[src/rtl/countdown_timer_mmss.sv]
// M:SS cook-time down counter with IDLE/RUN/PAUSED/DONE control and registered outputs.
// Define DONE_HOLD_EN to hold done for the whole DONE state instead of pulsing it once.
module countdown_timer_mmss #(
    parameter int MAX_MIN = 9
) (
    input  logic       clk,
    input  logic       reset,
    input  logic       tick,
    input  logic       load,
    input  logic [3:0] load_min,
    input  logic [3:0] load_sect,
    input  logic [3:0] load_secu,
    input  logic       start,
    input  logic       stop,
    output logic [3:0] min_out,
    output logic [3:0] sect_out,
    output logic [3:0] secu_out,
    output logic       running,
    output logic       done
);

    localparam logic [1:0] IDLE   = 2'd0;
    localparam logic [1:0] RUN    = 2'd1;
    localparam logic [1:0] PAUSED = 2'd2;
    localparam logic [1:0] DONE   = 2'd3;

    localparam logic [3:0] MAX_MIN_D = 4'(MAX_MIN);

    logic [1:0] state;
    logic [1:0] state_next;
    logic [3:0] min_next;
    logic [3:0] sect_next;
    logic [3:0] secu_next;
    logic       done_next;
    logic       time_zero;
    logic       time_one;

    assign time_zero = (min_out == 4'd0) && (sect_out == 4'd0) && (secu_out == 4'd0);
    assign time_one  = (min_out == 4'd0) && (sect_out == 4'd0) && (secu_out == 4'd1);

    // Strict command priority: stop > load > start > tick; the winner may still be a no-op.
    always_comb begin
        state_next = state;
        min_next   = min_out;
        sect_next  = sect_out;
        secu_next  = secu_out;
        if (stop) begin
            if (state == RUN) begin
                state_next = PAUSED;
            end else begin
                state_next = IDLE;
                min_next   = 4'd0;
                sect_next  = 4'd0;
                secu_next  = 4'd0;
            end
        end else if (load) begin
            if (state != RUN) begin
                state_next = IDLE;
                min_next   = (load_min  > MAX_MIN_D) ? MAX_MIN_D : load_min;
                sect_next  = (load_sect > 4'd5)      ? 4'd5      : load_sect;
                secu_next  = (load_secu > 4'd9)      ? 4'd9      : load_secu;
            end
        end else if (start) begin
            if (((state == IDLE) || (state == PAUSED)) && !time_zero) begin
                state_next = RUN;
            end
        end else if (tick) begin
            if ((state == RUN) && !time_zero) begin
                if (time_one) begin
                    state_next = DONE;
                end
                if (secu_out != 4'd0) begin
                    secu_next = secu_out - 4'd1;
                end else begin
                    secu_next = 4'd9;
                    if (sect_out != 4'd0) begin
                        sect_next = sect_out - 4'd1;
                    end else begin
                        sect_next = 4'd5;
                        min_next  = min_out - 4'd1;
                    end
                end
            end
        end
    end

`ifdef DONE_HOLD_EN
    always_comb done_next = (state_next == DONE);
`else
    always_comb done_next = (state == RUN) && (state_next == DONE);
`endif

    always_ff @(posedge clk or negedge reset) begin
        if (!reset) begin
            state    <= IDLE;
            min_out  <= 4'd0;
            sect_out <= 4'd0;
            secu_out <= 4'd0;
            running  <= 1'b0;
            done     <= 1'b0;
        end else begin
            state    <= state_next;
            min_out  <= min_next;
            sect_out <= sect_next;
            secu_out <= secu_next;
            running  <= (state_next == RUN);
            done     <= done_next;
        end
    end

endmodule

[config.mk]
export PLATFORM = sky130hd
export DESIGN_NAME = countdown_timer_mmss
export DESIGN_NICKNAME = d
export VERILOG_FILES = /design/src/rtl/countdown_timer_mmss.sv
export SDC_FILE = /design/constraint.sdc
export NUM_CORES = 1
export LEC_CHECK = 0
export ABC_AREA = 1
export ABC_CLOCK_PERIOD_IN_PS = 3250
export BUFFER_PORTS_ARGS = -buffer_cell sky130_fd_sc_hd__buf_2
export CAP_MARGIN = 10
export CORE_AREA = 2 2 44 62
export CTS_BUF_LIST = sky130_fd_sc_hd__clkbuf_2 sky130_fd_sc_hd__clkbuf_4 sky130_fd_sc_hd__clkbuf_8
export CTS_CLUSTER_SIZE = 10
export DETAILED_ROUTE_END_ITERATION = 10
export DIE_AREA = 0 0 46 64
export HOLD_SLACK_MARGIN = 0.02
export PLACE_DENSITY = 0.73
export SETUP_SLACK_MARGIN = 0.15
export SLEW_MARGIN = 20
export SYNTH_ARGS = -nofsm -noshare
export SYNTH_HDL_FRONTEND = slang
export SYNTH_SLANG_ARGS = --single-unit
[constraint.sdc]
create_clock -name clk -period 3.25 [get_ports clk]
set_clock_uncertainty 0.1 [all_clocks]
set_input_delay 0.65 -clock clk [delete_from_list [all_inputs] [get_ports clk]]
set_output_delay 0.65 -clock clk [all_outputs]
set_load 0.05 [all_outputs]
==> metrics.txt, run 1 <==
initial antenna violation count=0; Worst path max stage delay=0.43 ns; highest layer used for signal routing=met4; Net Sw Power=404.2 uW; final WL=2.695 mm; WS Path Type=flip-flop to flip-flop; CP arrival=1.98 ns; largest net degree at the start of global routing=17; residual DRC count=0; CP Cell Sequence=inv_1, ha_1, nand2_1, nor2_1, nand2_1, nand3_2, nand2_4, nand3_1, nand2_1, nand2_1; DRT met1 WL=1.073 mm; area of the mapped netlist=1124 um^2; starting density of the core=47.51%; Area contributors post-synth=dfrtp_1, nand2_1, nand3_1; Hold Crit Class=input pin to asynchronous set/reset pin; yosys warns=0; Synth top area share=35.63%; unrepaired setup endpoints after global routing=no; Post-Layout Cell Count=207; via count=1144; CTS tree=done; buffer and inverter count on the worst path=1; H-tree levels=1; Comb pwr share=52.6%; fin crit share=58.28%; PD cells=614.2 nW/um^2; Slew @ Worst Pin=0.3675 ns; clock tree sinks=16; Reg power frac=34.2%; Cells after Synth=151; vias in the first global route=1096; Root Buffer=clkbuf_4; drt pass-1 iters=5; clk_lat worst skew=0.29 ns; 1st-iter DRT viols=19; Post-Syn Nets=175; Slowest-stage cell, CP=dfrtp_1; cell taking the most area after synthesis=dfrtp_1; die height=64 um; Port Buffer Count=31; synth unique cells=25; minimum clock period=1.894 ns; outcome=finished, final reports clean; final hold violation count=0; I/O pin cnt=32; post_cts resized=0; Top delay family on crit path=simple AND/OR/NAND/NOR gates; Setup violations, final=0; total die area=2944 um^2; clock-pin slew on the worst setup and hold paths=0.09 ns; vias per cell=5.527; max-cap check violation count=0; wire per inst=13.02 um; sequential area share after synthesis=35.63%; Clock Path Buffers=2; layout cell share with drive strength beyond 1=24.46%; first-pass GRT wire length=4.491 mm; setup TNS=0 ns; Fill cells=244; diode count=0; slew margin rel.=75.50%; f_max=0.5279 GHz; Register Area=400.4 um^2; Pint=400.3 uW; clock buffer count from CTS=3; GRT Resource Usage Total=20.63%; footprint of the multi-input gates=628.1 um^2; Slew Viols, Final=0; die width=46 um; type of origin of the critical path=flip-flop; Placement Cell Area=1287 um^2; CTS Hold Buffers Added=0; Worst EP required=3.34 ns; grt ovf=0; number of nets still failing antenna checks after routing=0; dpl hpwl=2.153 mm; nets@finish=210; Final Instance Area=1310 um^2; Post-CTS Setup Inserts=0; critical path's most frequent cell=nand2_1; Max IR drop VDD=0.2628 mV; routability cong.=0.8926; WL met3=128 um; WHS=0.1529 ns; met2 WL=1.389 mm; syn_area_per_cell=7.441 um^2; Sw Share=50.24%; flops & latches, synth=16; static leakage=0.6960 nW; cell count after placement=204; cell row count=21; CP endpoint kind=flip-flop; Area growth, synth to finish=16.59%; critical path peak fanout=15; Core ar.=2365 um^2; power share of the clock group=13.3%
-- per-layer routing --
layer	vias to the layer above	GRT usage [%]
li1	562	-
met1	528	22.91
met2	43	33.85
met3	11	3.672
met4	0	13.57
met5	-	0
-- through the flow --
step / util (%) / power, mW / worst slack (ns)
floorplan: - / 0.6000 / 1.283
global placement: 54.44 / 0.6932 / 1.311
detailed placement: 54.44 / 0.7013 / 1.224
CTS: 55.40 / 0.8099 / 1.356
global route: 55.40 / 0.8673 / 1.150
finish: 55.40 / 0.8046 / 1.356
-- kinds of logic after synthesis --
kind of cell,Yosys count,share of synthesized area (%)
DFF,16,35.63
xor gates and xnor gates,4,3.119
AOI/OAI and AO/OA,27,13.47
and+or+nand+nor,77,32.63
buffers and inverters,21,8.463
adders and majority gates,6,6.681
-- power groups by stage --
| stage | Sequential (mW) | Clock, mW | Combinational, mW |
|---|---|---|---|
| 2_1_floorplan | 0.404 | 0 | 0.196 |
| 3_3_place_gp | 0.279 | 0 | 0.415 |
| 3_5_place_dp | 0.280 | 0 | 0.422 |
| 4_1_cts | 0.276 | 0.110 | 0.424 |
| 5_1_grt | 0.283 | 0.120 | 0.464 |
| 6_report | 0.275 | 0.107 | 0.423 |
-- state kept, by name (all words and copies together) (netlist names) --
name	count
state	2
min_out	4
running	1
secu_out	4
sect_out	4
done	1
-- final cells by class --
class	count	share of cell area [%]
Multi-Input combinational cell	114	47.95
Sequential cell	16	30.56
Timing Repair Buffer	31	11.84
Inverter	20	5.731
Tap cell	23	2.197
Clock buffer	3	1.719
-- layout by cell type, fill, tap and decap left out, types with 2 or more instances in the layout --
cell type / netlist / final
dfrtp_1: 16 / 16
nor2_1: 16 / 16
xor2_1: 2 / 2
nand4_1: 5 / 5
nand3_1: 16 / 16
ha_1: 6 / 6
o21ai_0: 14 / 14
a21oi_1: 7 / 7
inv_2: 2 / 2
xnor2_1: 2 / 2
nand2_4: 2 / 2
o21ai_2: 2 / 2
clkbuf_4: 0 / 3
nand2_1: 33 / 33
inv_1: 17 / 17
buf_2: 0 / 31
-- final timing paths --
path / startpoint / endpoint / slack, ns / cells after the start
setup reg to reg: sect_out[0]$_DFFE_PN0P_ / min_out[3]$_DFFE_PN0P_ / 1.36 / 10
min in group clk: min_out[0]$_DFFE_PN0P_ / min_out[0]$_DFFE_PN0P_ / 0.40 / 2
hold reg to reg: min_out[0]$_DFFE_PN0P_ / min_out[0]$_DFFE_PN0P_ / 0.40 / 2
hold / removal: reset / sect_out[0]$_DFFE_PN0P_ / 0.15 / 1
max in group asynchronous: reset / sect_out[2]$_DFFE_PN0P_ / 2.63 / 1
setup / recovery: sect_out[0]$_DFFE_PN0P_ / min_out[3]$_DFFE_PN0P_ / 1.36 / 10
-- cell usage after synthesis --
cell type  number
a211oi_1        1
a21oi_1         7
a21oi_2         1
buf_12          1
clkinv_1        1
dfrtp_1        16
ha_1            6
inv_1          17
inv_2           2
nand2_1        33
nand2_2         1
nand2_4         2
nand3_1        16
nand3_2         1
nand4_1         5
nor2_1         16
nor2_4          1
nor3_1          1
nor3_4          1
o211ai_1        1
o21ai_0        14
o21ai_1         1
o21ai_2         2
xnor2_1         2
xor2_1          2
Power figures use the tool's default switching activity.
==> run 2, diff against run 1 <==
--- a/config.mk
+++ b/config.mk
@@ -6,7 +6,7 @@
 export NUM_CORES = 1
 export LEC_CHECK = 0
 export ABC_AREA = 1
-export ABC_CLOCK_PERIOD_IN_PS = 3250
+export ABC_CLOCK_PERIOD_IN_PS = 1800
 export BUFFER_PORTS_ARGS = -buffer_cell sky130_fd_sc_hd__buf_2
 export CAP_MARGIN = 10
 export CORE_AREA = 2 2 44 62
==> constraint.sdc (replaced) <==
create_clock -name clk -period 1.8 [get_ports clk]
set_clock_uncertainty 0.1 [all_clocks]
set_input_delay 0.36 -clock clk [delete_from_list [all_inputs] [get_ports clk]]
set_output_delay 0.36 -clock clk [all_outputs]
set_load 0.05 [all_outputs]
==> metrics.txt, run 2 (synthesized netlist as in run 1, its figures left out) <==
outcome=finished, final reports clean; Fill cells=201 (-18%); PD cells=1123 nW/um^2 (+83%); Slowest-stage cell, CP=dfrtp_2; commonest non-fill, non-tap cell in the layout=buf_2; die height=64 um (unchanged); grt ovf=0 (unchanged); Final Instance Area=1563 um^2 (+19%); WS Path Type=flip-flop to flip-flop; first-pass GRT wire length=4.767 mm (+6.1%); Port Buffer Count=31 (unchanged); most frequent cells in the layout=buf_2, nand2_1, nor2_1; max-cap check violation count=0 (unchanged); number of nets still failing antenna checks after routing=0 (unchanged); dpl hpwl=2.232 mm (+3.7%); die width=46 um (unchanged); clock-pin slew on the worst setup and hold paths=0.10 ns (about the same); type of origin of the critical path=flip-flop; GRT Resource Usage Total=21.53% (+0.90 points); Setup violations, final=0 (unchanged); via count=1256 (+9.8%); Top delay family on crit path=simple AND/OR/NAND/NOR gates; cell row count=21 (unchanged); vias per cell=5.607 (+1.5%); minimum clock period=1.624 ns (-0.2703 ns); drt pass-1 iters=4 (-1); clk_lat worst skew=0.30 ns (about the same); unrepaired setup endpoints after global routing=yes; biggest regs=min_out: 4 flops, sect_out: 4 flops, secu_out: 4 flops; slew margin rel.=59.91% (-16 points); Worst path max stage delay=0.45 ns (+0.02 ns); Core ar.=2365 um^2 (unchanged); largest net degree at the start of global routing=17 (unchanged); setup TNS=0 ns (unchanged); Slew @ Worst Pin=0.5973 ns (+0.2298 ns); static leakage=0.7906 nW (+14%); CP endpoint kind=flip-flop; wire per inst=14.02 um (+7.7%); CP arrival=1.74 ns (-0.24 ns); clock tree sinks=16 (unchanged); f_max=0.6158 GHz (+17%); Hold Crit Class=input pin to flip-flop; starting density of the core=47.51% (unchanged); Worst EP required=1.91 ns (-1.43 ns); I/O pin cnt=32 (unchanged); critical path peak fanout=8 (-7); Post-Layout Cell Count=224 (+8.2%); H-tree levels=1 (unchanged); total die area=2944 um^2 (unchanged); 1st-iter DRT viols=32 (+13); routability cong.=0.8760 (-1.9%); Slew Viols, Final=0 (unchanged); Root Buffer=clkbuf_4; final WL=3.140 mm (+17%); Placement Cell Area=1361 um^2 (+5.7%); cell count after placement=206 (+0.98%); layout cell share with drive strength beyond 1=43.78% (+19 points); Clock Path Buffers=2 (unchanged); Max IR drop VDD=0.6834 mV (+160%); fin crit share=90.22% (+32 points); residual DRC count=0 (unchanged); diode count=0 (unchanged); CTS tree=done; CP Cell Sequence=inv_2, ha_4, nand2_4, nor2_4, nand2_4, nand3_4, nand2_8, nand2_8, nand2_1, o21ai_0; clock buffer count from CTS=3 (unchanged); buffer and inverter count on the worst path=1 (unchanged); vias in the first global route=1135 (+3.6%); initial antenna violation count=0 (unchanged); nets@finish=226 (+7.6%); final hold violation count=0 (unchanged); Area growth, synth to finish=39.09%
-- run 2: stage by stage --
stage | power [mW] | setup WS [ns] | hold WS [ns] | util, %
2_1_floorplan | 1.154 | 0.1449 | -0.03559 | -
3_3_place_gp | 1.339 | 0.1788 | 0.1907 | 57.57
3_5_place_dp | 1.348 | 0.1438 | 0.1982 | 57.57
4_1_cts | 1.597 | 0.1777 | 0.2819 | 60.63
5_1_grt | 1.873 | 0.1071 | 0.2830 | 66.08
6_report | 1.755 | 0.1760 | 0.2947 | 66.08
-- run 2: cell type report --
| cell class | instances | area, um^2 | share of cell area [%] |
|---|---|---|---|
| well taps | 23 | 28.78 | 1.841 |
| multi-input cells | 115 | 742.0 | 47.48 |
| clock buffers | 4 | 30.03 | 1.922 |
| flip-flops and latches | 16 | 411.6 | 26.34 |
| repair buffers | 46 | 270.3 | 17.29 |
| inverters | 20 | 80.08 | 5.124 |
-- run 2: worst reg2reg max path: stages, from the launching register on --
cell,delay (ns)
dfrtp_2,0.45
inv_2,0.07
ha_4,0.14
nand2_4,0.07
nor2_4,0.18
nand2_4,0.09
nand3_4,0.11
nand2_8,0.10
nand2_8,0.12
nand2_1,0.05
o21ai_0,0.07
-- run 2: what timing repair did --
action                                 in CTS  in global routing
buffers inserted                            0                 12
resized for setup                           4                 12
setup endpoints to repair                   7                 12
hold buffers                                1                  0
cloned                                      1                  0
endpoints found under the hold margin      16                  0
pin swaps                                   0                  4
-- run 2: per-layer routing --
metal / GRT usage, % / vias up / wire, um
met5: 0 / - / 0
met4: 10.36 / 0 / 144
met3: 3.390 / 18 / 211
met2: 39.06 / 64 / 1681
met1: 22.26 / 576 / 1101
li1: - / 598 / -
-- run 2: power by group --
part	internal (mW)	switching, mW	leakage [nW]	total [mW]
clock	0.102	0.120	0.0184	0.222
sequential	0.437	0.0734	0.198	0.510
combinational	0.362	0.661	0.574	1.02
-- run 2: final timing paths --
kind / from / endpoint / slack [ns] / cells after the start
worst max-delay path: sect_out[0]$_DFFE_PN0P_ / sect_out[3]$_DFFE_PN0P_ / 0.18 / 10
worst min-delay path: stop / state[1]$_DFF_PN0_ / 0.29 / 3
worst max register to register: sect_out[0]$_DFFE_PN0P_ / sect_out[3]$_DFFE_PN0P_ / 0.18 / 10
worst min register to register: min_out[3]$_DFFE_PN0P_ / min_out[3]$_DFFE_PN0P_ / 0.45 / 2
max in group asynchronous: reset / min_out[0]$_DFFE_PN0P_ / 0.90 / 2
min in group asynchronous: reset / done$_DFF_PN0_ / 0.40 / 2
==> run 3, diff against run 2 <==
--- a/config.mk
+++ b/config.mk
@@ -9,13 +9,12 @@
 export ABC_CLOCK_PERIOD_IN_PS = 1800
 export BUFFER_PORTS_ARGS = -buffer_cell sky130_fd_sc_hd__buf_2
 export CAP_MARGIN = 10
-export CORE_AREA = 2 2 44 62
+export CORE_AREA = 2 2 55 78
 export CTS_BUF_LIST = sky130_fd_sc_hd__clkbuf_2 sky130_fd_sc_hd__clkbuf_4 sky130_fd_sc_hd__clkbuf_8
 export CTS_CLUSTER_SIZE = 10
 export DETAILED_ROUTE_END_ITERATION = 10
-export DIE_AREA = 0 0 46 64
+export DIE_AREA = 0 0 57 80
 export HOLD_SLACK_MARGIN = 0.02
-export PLACE_DENSITY = 0.73
 export SETUP_SLACK_MARGIN = 0.15
 export SLEW_MARGIN = 20
 export SYNTH_ARGS = -nofsm -noshare
==> metrics.txt, run 3 (synthesized netlist as in run 1, its figures left out) <==
wire per inst=13.14 um (-6.3%); Setup violations, final=0 (unchanged); layout cell share with drive strength beyond 1=44.16% (+0.38 points); Clock Path Buffers=2 (unchanged); hold endpoint=state[1]$_DFF_PN0_; outcome=finished, final reports clean; clock buffer count from CTS=3 (unchanged); drt pass-1 iters=4 (unchanged); Core ar.=3851 um^2 (+63%); cell count after placement=226 (+9.7%); post-layout util=41.81% (-24 points); Slowest-stage cell, CP=dfrtp_2; unrepaired setup endpoints after global routing=no; PD cells=1139 nW/um^2 (+1.4%); Root Buffer=clkbuf_8; vias per cell=4.850 (-14%); hold_sp=stop; residual DRC count=0 (unchanged); max-cap check violation count=0 (unchanged); Setup WS pre-CTS=0.05468 ns (-0.08916 ns); minimum clock period=1.606 ns (-0.01835 ns); die height=80 um (+25%); f_max=0.6228 GHz (+1.1%); starting density of the core=29.17% (-18 points); GRT Resource Usage Total=13.66% (-7.9 points); Post-Layout Cell Count=240 (+7.1%); slew margin rel.=58.95% (-0.97 points); Register Area=411.6 um^2 (unchanged); Port Buffer Count=31 (unchanged); grt ovf=0 (unchanged); routability cong.=0.8070 (-7.9%); diode count=0 (unchanged); Fill cells=425 (+110%); initial antenna violation count=0 (unchanged); I/O pin cnt=32 (unchanged); CP Cell Sequence=inv_2, ha_4, nand2_4, nor2_4, nand2_4, nand3_4, nand2_8, buf_4, o21ai_2; final WL=3.153 mm (+0.41%); vias in the first global route=1088 (-4.1%); footprint of the multi-input gates=767.0 um^2 (+3.4%); final hold violation count=0 (unchanged); 1st-iter DRT viols=23 (-28%); Hold Crit Class=input pin to flip-flop; Worst R2R End=secu_out[1]$_DFFE_PN0P_; Slew Viols, Final=0 (unchanged); R2R cell count=9 (-1); first-pass GRT wire length=4.871 mm (+2.2%); nets@finish=222 (-1.8%); CP arrival=1.68 ns (-0.06 ns); R2R Setup Slk=0.19 ns (+0.02 ns); Hold Path Stages=3 (unchanged); type of origin of the critical path=flip-flop; setup TNS=0 ns (unchanged); number of nets still failing antenna checks after routing=0 (unchanged); CTS tree=done; commonest non-fill, non-tap cell in the layout=buf_2; WS Path Type=flip-flop to flip-flop; RR Startpoint=sect_out[1]$_DFFE_PN0P_; clk_lat worst skew=0.26 ns (-0.04 ns); critical path peak fanout=8 (unchanged); H-tree levels=1 (unchanged); CP endpoint kind=flip-flop; Max IR drop VDD=0.6891 mV (+0.84%); Worst path max stage delay=0.43 ns (-0.02 ns); largest net degree at the start of global routing=17 (unchanged); fin crit share=89.20% (-1.0 points); static leakage=0.7861 nW (-0.57%); total die area=4560 um^2 (+55%); Final Total Pwr=1.835 mW (+4.5%); min setup slack post-route=0.1944 ns (+0.01835 ns); biggest regs=min_out: 4 flops, sect_out: 4 flops, secu_out: 4 flops; die width=57 um (+24%); clock tree sinks=16 (unchanged); clock-pin slew on the worst setup and hold paths=0.07 ns (-0.03 ns); Worst EP required=1.88 ns (-0.03 ns); cell row count=27 (+29%); Area growth, synth to finish=43.32%; dpl hpwl=2.274 mm (+1.9%); Slew @ Worst Pin=0.6117 ns (+0.01439 ns); critical path's most frequent cell=nand2_4; most frequent cells in the layout=buf_2, nand2_1, nor2_1; via count=1164 (-7.3%)
run 3: worst max-delay path: cells and delay by family (launching register included):
family / cells / cell delay [ns]
compound gates: 1 / 0.11
fa+ha+maj: 1 / 0.15
buf+inv: 2 / 0.24
flops: 1 / 0.43
simple gates: 5 / 0.49
run 3: cell type report:
class	instances	area share, %
Inverter	20	5.128
Timing Repair Buffer	42	14.92
Clock buffer	4	3.419
Tap cell	43	3.341
Sequential cell	16	25.56
Multi-Input combinational cell	115	47.63
run 3: worst max-delay path by stage:
stage / from / endpoint
after CTS: sect_out[0]$_DFFE_PN0P_ / sect_out[2]$_DFFE_PN0P_
after detailed placement: load / sect_out[2]$_DFFE_PN0P_
after global placement: load / min_out[2]$_DFFE_PN0P_
final: sect_out[1]$_DFFE_PN0P_ / secu_out[1]$_DFFE_PN0P_
after floorplan: min_out[1]$_DFFE_PN0P_ / min_out[0]$_DFFE_PN0P_
after global routing: sect_out[0]$_DFFE_PN0P_ / secu_out[1]$_DFFE_PN0P_
run 3: stage by stage:
stage	hold slack [ns]	instance area [um^2]
6_report	0.3522	1610
5_1_grt	0.3616	1610
4_1_cts	0.3360	1465
3_5_place_dp	0.2111	1386
3_3_place_gp	0.2063	1386
2_1_floorplan	-0.03559	1182
run 3: timing repair:
action	CTS	global route
hold buffers	1	0
pin swaps	1	3
gates cloned	0	1
gates resized for setup	3	20
setup buffers	0	8
hold endpoints to repair	16	0
endpoints found under the setup margin	2	10
run 3: power breakdown:
part	switching [mW]	internal (mW)
combinational	0.647	0.334
sequential	0.0816	0.438
clock	0.139	0.195
total	0.868	0.967
run 3: routing by layer:
metal	up-vias	share of wire (%)	global-route usage (%)	wire [um]
met1	535	42	16.67	1311
met3	6	4.4	2.593	140
met5	-	0	0	0
met4	0	1.9	5.581	59
li1	596	-	-	-
met2	27	52	23.22	1642
